`src/rtl/pe_pass_controller.sv`:
```
// Pass sequencer for one PE wrapper: latches the pass configuration, pulses configure,
// meters source words into the PE FIFOs, drains opsum words, then waits for the PE to go idle.
module pe_pass_controller #(
    parameter int S_WIDTH   = 4,
    parameter int F_WIDTH   = 6,
    parameter int U_WIDTH   = 3,
    parameter int n_WIDTH   = 3,
    parameter int p_WIDTH   = 5,
    parameter int q_WIDTH   = 3,
    parameter int CNT_WIDTH = 16
) (
    input  logic                 clk,
    input  logic                 reset,
    input  logic                 start,
    input  logic                 abort,
    input  logic [S_WIDTH-1:0]   cfg_S,
    input  logic [F_WIDTH-1:0]   cfg_F,
    input  logic [U_WIDTH-1:0]   cfg_U,
    input  logic [n_WIDTH-1:0]   cfg_n,
    input  logic [p_WIDTH-1:0]   cfg_p,
    input  logic [q_WIDTH-1:0]   cfg_q,
    input  logic [CNT_WIDTH-1:0] n_filter,
    input  logic [CNT_WIDTH-1:0] n_ifmap,
    input  logic [CNT_WIDTH-1:0] n_ipsum,
    input  logic [CNT_WIDTH-1:0] n_opsum,
    output logic                 ctrl_busy,
    output logic                 done,
    output logic                 pe_enable,
    output logic                 pe_configure,
    output logic [S_WIDTH-1:0]   pe_S,
    output logic [F_WIDTH-1:0]   pe_F,
    output logic [U_WIDTH-1:0]   pe_U,
    output logic [n_WIDTH-1:0]   pe_n,
    output logic [p_WIDTH-1:0]   pe_p,
    output logic [q_WIDTH-1:0]   pe_q,
    input  logic                 pe_busy,
    input  logic                 filter_valid,
    output logic                 filter_ready,
    output logic                 push_filter,
    input  logic                 filter_fifo_full,
    input  logic                 ifmap_valid,
    output logic                 ifmap_ready,
    output logic                 push_ifmap,
    input  logic                 ifmap_fifo_full,
    input  logic                 ipsum_valid,
    output logic                 ipsum_ready,
    output logic                 push_ipsum,
    input  logic                 ipsum_fifo_full,
    input  logic                 opsum_fifo_empty,
    output logic                 pop_opsum,
    output logic                 opsum_valid,
    input  logic                 opsum_ready
);

    typedef enum logic [2:0] {
        ST_IDLE    = 3'd0,
        ST_CONFIG  = 3'd1,
        ST_STREAM  = 3'd2,
        ST_WAIT_PE = 3'd3,
        ST_DONE    = 3'd4
    } state_t;

    state_t               state_q;
    logic [CNT_WIDTH-1:0] cnt_f_q, cnt_i_q, cnt_p_q, cnt_o_q;
    logic [CNT_WIDTH-1:0] cnt_f_d, cnt_i_d, cnt_p_d, cnt_o_d;
    logic [CNT_WIDTH-1:0] tot_f_q, tot_i_q, tot_p_q, tot_o_q;
    logic [S_WIDTH-1:0]   pe_S_q;
    logic [F_WIDTH-1:0]   pe_F_q;
    logic [U_WIDTH-1:0]   pe_U_q;
    logic [n_WIDTH-1:0]   pe_n_q;
    logic [p_WIDTH-1:0]   pe_p_q;
    logic [q_WIDTH-1:0]   pe_q_q;
    logic                 pe_enable_q, pe_configure_q, done_q;

    logic stream_s, push_f_s, push_i_s, push_p_s, opsum_valid_s, pop_o_s, all_done_s;

    // Channel handshakes; abort kills every transfer in the cycle it is seen.
    always_comb begin
        stream_s      = (state_q == ST_STREAM) && !abort;
        push_f_s      = stream_s && filter_valid && !filter_fifo_full && (cnt_f_q < tot_f_q);
        push_i_s      = stream_s && ifmap_valid  && !ifmap_fifo_full  && (cnt_i_q < tot_i_q);
        push_p_s      = stream_s && ipsum_valid  && !ipsum_fifo_full  && (cnt_p_q < tot_p_q);
        opsum_valid_s = stream_s && !opsum_fifo_empty && (cnt_o_q < tot_o_q);
        pop_o_s       = opsum_valid_s && opsum_ready;
        cnt_f_d       = cnt_f_q + CNT_WIDTH'(push_f_s);
        cnt_i_d       = cnt_i_q + CNT_WIDTH'(push_i_s);
        cnt_p_d       = cnt_p_q + CNT_WIDTH'(push_p_s);
        cnt_o_d       = cnt_o_q + CNT_WIDTH'(pop_o_s);
        all_done_s    = (cnt_f_q == tot_f_q) && (cnt_i_q == tot_i_q) &&
                        (cnt_p_q == tot_p_q) && (cnt_o_q == tot_o_q);
    end

    // Pass FSM with counters, latched pass configuration and registered control outputs.
    always_ff @(posedge clk or negedge reset) begin
        if (!reset) begin
            state_q        <= ST_IDLE;
            cnt_f_q        <= '0;
            cnt_i_q        <= '0;
            cnt_p_q        <= '0;
            cnt_o_q        <= '0;
            tot_f_q        <= '0;
            tot_i_q        <= '0;
            tot_p_q        <= '0;
            tot_o_q        <= '0;
            pe_S_q         <= '0;
            pe_F_q         <= '0;
            pe_U_q         <= '0;
            pe_n_q         <= '0;
            pe_p_q         <= '0;
            pe_q_q         <= '0;
            pe_enable_q    <= 1'b0;
            pe_configure_q <= 1'b0;
            done_q         <= 1'b0;
        end else if (abort && (state_q != ST_IDLE)) begin
            state_q        <= ST_IDLE;
            cnt_f_q        <= '0;
            cnt_i_q        <= '0;
            cnt_p_q        <= '0;
            cnt_o_q        <= '0;
            pe_enable_q    <= 1'b0;
            pe_configure_q <= 1'b0;
            done_q         <= 1'b0;
        end else begin
            case (state_q)
                ST_IDLE: begin
                    done_q <= 1'b0;
                    if (start && !abort) begin
                        tot_f_q        <= n_filter;
                        tot_i_q        <= n_ifmap;
                        tot_p_q        <= n_ipsum;
                        tot_o_q        <= n_opsum;
                        pe_S_q         <= cfg_S;
                        pe_F_q         <= cfg_F;
                        pe_U_q         <= cfg_U;
                        pe_n_q         <= cfg_n;
                        pe_p_q         <= cfg_p;
                        pe_q_q         <= cfg_q;
                        pe_configure_q <= 1'b1;
                        pe_enable_q    <= 1'b1;
                        state_q        <= ST_CONFIG;
                    end else begin
                        state_q <= ST_IDLE;
                    end
                end
                ST_CONFIG: begin
                    pe_configure_q <= 1'b0;
                    pe_enable_q    <= 1'b1;
                    state_q        <= ST_STREAM;
                end
                ST_STREAM: begin
                    cnt_f_q <= cnt_f_d;
                    cnt_i_q <= cnt_i_d;
                    cnt_p_q <= cnt_p_d;
                    cnt_o_q <= cnt_o_d;
                    // Completion is judged on the registered counts, so the final
                    // transfer is followed by one more STREAM cycle.
                    if (all_done_s) begin
                        state_q <= ST_WAIT_PE;
                    end else begin
                        state_q <= ST_STREAM;
                    end
                end
                ST_WAIT_PE: begin
                    if (!pe_busy) begin
                        state_q     <= ST_DONE;
                        done_q      <= 1'b1;
                        pe_enable_q <= 1'b0;
                        cnt_f_q     <= '0;
                        cnt_i_q     <= '0;
                        cnt_p_q     <= '0;
                        cnt_o_q     <= '0;
                    end else begin
                        state_q <= ST_WAIT_PE;
                    end
                end
                ST_DONE: begin
                    done_q  <= 1'b0;
                    state_q <= ST_IDLE;
                end
                default: begin
                    state_q        <= ST_IDLE;
                    pe_enable_q    <= 1'b0;
                    pe_configure_q <= 1'b0;
                    done_q         <= 1'b0;
                end
            endcase
        end
    end

    // Output mapping.
    always_comb begin
        ctrl_busy    = (state_q != ST_IDLE);
        done         = done_q;
        pe_enable    = pe_enable_q;
        pe_configure = pe_configure_q;
        pe_S         = pe_S_q;
        pe_F         = pe_F_q;
        pe_U         = pe_U_q;
        pe_n         = pe_n_q;
        pe_p         = pe_p_q;
        pe_q         = pe_q_q;
        push_filter  = push_f_s;
        filter_ready = push_f_s;
        push_ifmap   = push_i_s;
        ifmap_ready  = push_i_s;
        push_ipsum   = push_p_s;
        ipsum_ready  = push_p_s;
        opsum_valid  = opsum_valid_s;
        pop_opsum    = pop_o_s;
    end

endmodule

```
`config.mk`:
```
export PLATFORM = sky130hd
export DESIGN_NAME = pe_pass_controller
export DESIGN_NICKNAME = d
export VERILOG_FILES = /design/src/rtl/pe_pass_controller.sv
export SDC_FILE = /design/constraint.sdc
export NUM_CORES = 1
export LEC_CHECK = 0
export CORE_MARGIN = 2
export CORE_UTILIZATION = 40
export CTS_CLUSTER_SIZE = 8
export DETAILED_ROUTE_END_ITERATION = 6
export RECOVER_POWER = 50
export SYNTH_ARGS = -nofsm -noshare
export SYNTH_HDL_FRONTEND = slang
export SYNTH_SLANG_ARGS = --single-unit
```
`constraint.sdc`:
```
create_clock -name clk -period 3.4 [get_ports clk]
set_clock_uncertainty 0.05 [all_clocks]
set_input_delay 0.68 -clock clk [delete_from_list [all_inputs] [get_ports clk]]
set_output_delay 0.68 -clock clk [all_outputs]
set_load 0.005 [all_outputs]
```
# [Word-level counts from Yosys, hierarchy flattened]
# Index checks and enable logic that the tools add are counted.
[word_totals] ff_bits=158 inputBits=101 out_inout_bits=36
[classes] n_addsub=4 magnitude_cmp=4 eq_ne=13 muxes=23 bitwise_logic=1 n_reduce_logical=34
[ops] cell="one-hot mux 16 bit (2 select lines)" count=4
[ops] cell="two-way mux 16 bit" count=5
[ops] cell="adder 16 x 1 -> 16 bit" count=4
[ops] cell="== test 16 bit" count=4
[ops] cell="less-than comparator 16 bit" count=4
[ops] cell="logical AND 1 bit" count=18
[ops] cell="one-hot mux 3 bit (4 select lines)" count=1
[ops] cell="two-way mux 1 bit" count=8
[ops] cell="== test 3 x 2 -> 1 bit, second input constant" count=2
[ops] cell="two-way mux 3 bit" count=2
[ops] cell="!= test 2 x 1 -> 1 bit, second input constant" count=3
[ops] cell="!= test 3 bit, second input constant" count=2
[ops] cell="AND reduction 2 bit" count=3
[ops] cell="AND reduction 3 bit" count=2
[ops] cell="nonzero test 3 bit" count=2
[ops] cell="zero test 1 bit" count=5
[ops] cell="one-hot mux 1 bit (2 select lines)" count=2
[ops] cell="one-hot mux 1 bit (4 select lines)" count=1
[ops] cell="OR reduction 2 bit" count=2
[ops] cell="== test 3 x 1 -> 1 bit, second input constant" count=1
[ops] cell="== test 3 bit, second input constant" count=1
[ops] cell="zero test 3 bit" count=1
[ops] cell="OR reduction 3 bit" count=1
[ops] cell="inverter 1 bit" count=1

# [Longest topological paths before layout]
[logic_depth] depth_word=8 ltp_mapped=14

# [Worst setup path before layout]
# No wires, ideal clock.
[synth_path] kind="input-to-reg" start="in abort" end="reg cnt_o_q[15]" setup_ns=0.069 arrival_time_ns=3.233 t_required_ns=3.281 slack_ns=0.048 cell_stages=12 n_path_buf=1 path_cell_list="buf_2 nor2_4 nand3_2 a2111oi_0 o211ai_1 nor3b_1 ha_1 nand3_2 nor4_4 nand4_1 or3_1 nand3_1"
[synth_via] elab_chain_cells=8
[synth_rtl] item="start: declaration" line_no="15" source="input logic abort,"
[synth_rtl] item="zero test 1 bit" line_no="79" source="stream_s = (state_q == ST_STREAM) && !abort;"
[synth_rtl] item="logical AND 1 bit" line_no="79"
[synth_rtl] item="logical AND 1 bit (2 in a row)" line_no="83" source="opsum_valid_s = stream_s && !opsum_fifo_empty && (cnt_o_q < tot_o_q);"
[synth_rtl] item="logical AND 1 bit" line_no="84" source="pop_o_s = opsum_valid_s && opsum_ready;"
[synth_rtl] item="net pop_opsum" line_no="50" source="output logic pop_opsum,"
[synth_rtl] item="adder 16 x 1 -> 16 bit" line_no="88" source="cnt_o_d = cnt_o_q + CNT_WIDTH'(pop_o_s);"
[synth_rtl] item="one-hot mux 16 bit (2 select lines)" line_no="124" source="case (state_q)"
[synth_rtl] item="two-way mux 16 bit" line_no="114" source="end else if (abort && (state_q != ST_IDLE)) begin"
[synth_rtl] item="end signal: assignment" line_no="154" source="cnt_o_q <= cnt_o_d;"
[synth_rtl] item="end: declaration" line_no="64" source="logic [CNT_WIDTH-1:0] cnt_f_q, cnt_i_q, cnt_p_q, cnt_o_q;"
# The timed path passes the listed nets, and every way through them passes these cells.
# A chain may end at the register's enable or synchronous reset.

# [Worst setup path in the final report]
[layout_path] start="reg cnt_i_q[1]" end="out push_ifmap"
[layout_via] elab_chain_cells=2
[layout_rtl] item="start: declaration" line_no="64"
[layout_rtl] item="start signal: assignment" line_no="152" source="cnt_i_q <= cnt_i_d;"
[layout_rtl] item="less-than comparator 16 bit" line_no="81" source="push_i_s = stream_s && ifmap_valid && !ifmap_fifo_full && (cnt_i_q < tot_i_q);"
[layout_rtl] item="logical AND 1 bit" line_no="81"
[layout_rtl] item="end: declaration" line_no="43" source="output logic push_ifmap,"
# No other way between the ends.

==> impl_metrics.py <==
metrics = {
    "route": {
        "drt_iter0_drc": 284,
        "wirelength_mm": 21.2,
        "drt-vias-per-instance": 5.24,
        "via_count": 6905,
        "ant_nets": 0,
        "first_pass_iters": 5,
        "remaining_drc_errors": 0,
        "wl_per_cell_um": 16.1,
    },
    "critical_path": {
        "slowest_delay_ps": 510,
        "worstSetupStartpointType": "flip-flop",
        "cp_top_family": "compound AO/OA/AOI/OAI gates",
        "path_class": "reg -> out",
        "worstPathMaxFanout": 4,
        "cp_data_arrival_time_ps": 2510,
        "critical-path-slowest-cell": "clkdlybuf4s50_1",
        "critPathBufInv": 1,
        "worstSetupEndpointType": "primary output",
        "crit_chain": "ha_1, nor2b_1, o211ai_1, a21oi_1, o21ai_1, o2111a_2, clkdlybuf4s50_1",
        "worstPathRequired_ps": 2670,
    },
    "synth": {
        "seq_area_frac_synth_pct": 45.5,
        "synth_warnings": 0,
        "synthFlopType": "dfrtp_1",
        "synthCells": 854,
        "synth_cell_types": 55,
        "synth-seq-cells": 158,
        "ys_async_sr_fraction_pct": 100,
        "syn_nets": 1027,
        "synth_area_per_cell_um2": 10.2,
        "synth_area_um2": 8700,
        "synth-edff-count": 0,
    },
    "cts": {
        "cts_tree": "yes",
        "clk_path_buf_depth": 2,
        "cts_root_buf": "clkbuf_16",
        "insertion_delay_ps": 430,
        "clk_pin_slew_ps": 70,
        "cts_made_buffers": 17,
        "cts_sinks": 158,
        "htree_levels": 4,
    },
    "final_layout": {
        "final_area_um2": 11300,
        "register_area_um2": 3960,
        "multi_input_area_um2": 4310,
        "finish.utilization_pct": 53.6,
        "layout_commonest_cell": "dfrtp_1",
        "synthToLayoutAreaGrowth_pct": 30.4,
        "n_fill_cell": 1882,
        "layout-drive-gt1-share_pct": 17.5,
        "mostFrequentLayoutCells": "dfrtp_1 (155), clkdlybuf4s50_1 (129), inv_1 (77), ha_1 (70), mux2_2 (68)",
        "nets": 1204,
        "antenna_cells": 0,
    },
    "pwr": {
        "vdd.ir_drop.worst_mv": 0.322,
        "seqPwrFrac_pct": 42.3,
        "powerDensity_nw_per_um2": 484,
        "intPower_uw": 3900,
        "p_sw_share_pct": 28.9,
        "pwr-share-comb_pct": 21.0,
        "share_clk_of_total_power_pct": 36.8,
        "p_leak_uw": 0.00520,
        "power.switching_uw": 1590,
    },
    "placed_design": {
        "dpl_cell_area_um2": 10600,
        "gp_congestion": 0.812,
        "dp_hpwl_mm": 15.1,
        "io_buffers": 136,
    },
    "timing": {
        "finalHoldViolCount": 0,
        "worst_slew_pin_slew_ps": 2400,
        "min_period_ps": 3240,
        "slew-limit-headroom_pct": -60.1,
        "rsz0062_at_grt": "no",
        "fin_crit_sh_pct": 95.4,
        "fmax_mhz": 308,
        "maxSlewViolCount": 40,
        "finalSetupViolCount": 0,
    },
    "grt": {
        "grt_use_met3_pct": 5.06,
        "gr-total-overflow": 0,
        "busiest_layer": "met2",
        "grt_pass1_vias": 6935,
        "grt_usage_pct": 19.6,
        "grt_antenna_before_repair": 0,
        "grt_max_degree": 68,
        "gr-usage-met1_pct": 25.7,
        "met2_usage_pct": 32.8,
        "grt_pass1_wl_mm": 35.1,
    },
    "flow_run": {
        "max-cap-violations": 1,
    },
    "floorplanning": {
        "initial_core_util_pct": 41.1,
        "io_pins": 137,
        "core-area_um2": 21200,
        "die_area_um2": 22900,
        "die_w_um": 151,
        "die_y_um": 151,
        "rows": 53,
    },
    "outcome": {
        "status": "complete, but fails checks",
        "violations": "capacitance limit, slew limit",
    },
    "hold_path": {
        "hp-class": "reg -> reg",
    },
}
[area by class of cell]
cell class	count	share of cell area [%]
clock inverter	15	1.70
timing repair buffer	193	16.0
multi-input combinational	583	38.0
sequential	158	34.9
tap	275	3.03
inverter	78	2.58
clock buffer	17	3.75
[per-layer routing]
layer  vias up  routed length [um]
li1       3402                   -
met1      3339                9780
met2       152               10200
met3        12                1130
met4         0                 177
met5         -                   0
[logic make-up (layout without fill, tap and decap cells)]
family	after synthesis	after routing	synth area share [%]
mux	88	88	11.4
simple gates	234	234	13.9
compound gates	180	180	12.3
fa+ha+maj	72	72	10.4
flops	158	158	45.5
buf+inv	113	303	5.61
xor+xnor	9	9	0.907
[what timing repair did]
action                                  4_1_cts  5_1_grt
endpoints found under the setup margin        8        7
resized for setup                            11       13
hold buffers                                  0        0
pin swaps                                     2        7
setup buffers                                 3        5
[state kept, by name, indices dropped and copies added, names as in the netlist, 6 cells and up]
name / flops
cnt_f_q: 16
cnt_i_q: 16
cnt_o_q: 16
cnt_p_q: 16
pe_F: 6
tot_f_q: 16
tot_i_q: 16
tot_o_q: 16
tot_p_q: 16
[stage by stage]
stage	power (uW)	std cells	worst slack [ps]	TNS, ps	hold WS, ps
after floorplan	2970	854	48.2	0	334
after global placement	3490	1279	-241	-2280	419
after detailed placement	3520	1279	-295	-3380	431
after CTS	5560	1314	1.62	0	110
after global routing	5830	1319	8.46	0	455
final	5490	1319	155	0	439
[cells in the mapped netlist (all sizes together), types with 3 or more instances]
cell | n | area, um^2
a21o | 8 | 60.1
a21oi | 51 | 255
a22o | 7 | 61.3
a22oi | 3 | 22.5
a31oi | 12 | 75.1
a41oi | 3 | 26.3
and3 | 5 | 31.3
buf | 29 | 173
clkbuf | 6 | 22.5
dfrtp | 158 | 3950
ha | 72 | 901
inv | 78 | 293
mux2 | 88 | 991
nand2 | 63 | 244
nand2b | 3 | 18.8
nand3 | 36 | 190
nand4 | 30 | 188
nor2 | 52 | 208
nor2b | 9 | 56.3
nor3 | 12 | 65.1
nor4 | 11 | 114
o211ai | 5 | 37.5
o21a | 5 | 37.5
o21ai | 67 | 335
o22ai | 4 | 31.3
o31ai | 3 | 22.5
or3 | 5 | 31.3
xnor2 | 3 | 26.3
xor2 | 6 | 52.6
[power by group through the flow]
stage                     registers [uW]  clock network, uW  logic (uW)
final                               2320               2020        1150
after global placement              2350                  0        1140
after CTS                           2330               2070        1170
after detailed placement            2360                  0        1160
after floorplan                     2320                  0         649
after global routing                2370               2160        1300
[path summary, 6_finish.rpt]
check,from,endpoint,slack (ps),cells past startpoint
worst min register to register,cnt_p_q[15]$_DFFE_PN0P_,cnt_p_q[15]$_DFFE_PN0P_,440,1
min in group asynchronous,reset,tot_o_q[7]$_DFFE_PN0P_,920,1
worst max-delay path,cnt_i_q[1]$_DFFE_PN0P_,push_ifmap,160,7
max in group asynchronous,reset,tot_i_q[12]$_DFFE_PN0P_,630,2
worst max register to register,cnt_o_q[1]$_DFFE_PN0P_,cnt_o_q[15]$_DFFE_PN0P_,280,15
worst min-delay path,cnt_p_q[15]$_DFFE_PN0P_,cnt_p_q[15]$_DFFE_PN0P_,440,1
Power figures use the tool's default switching activity.
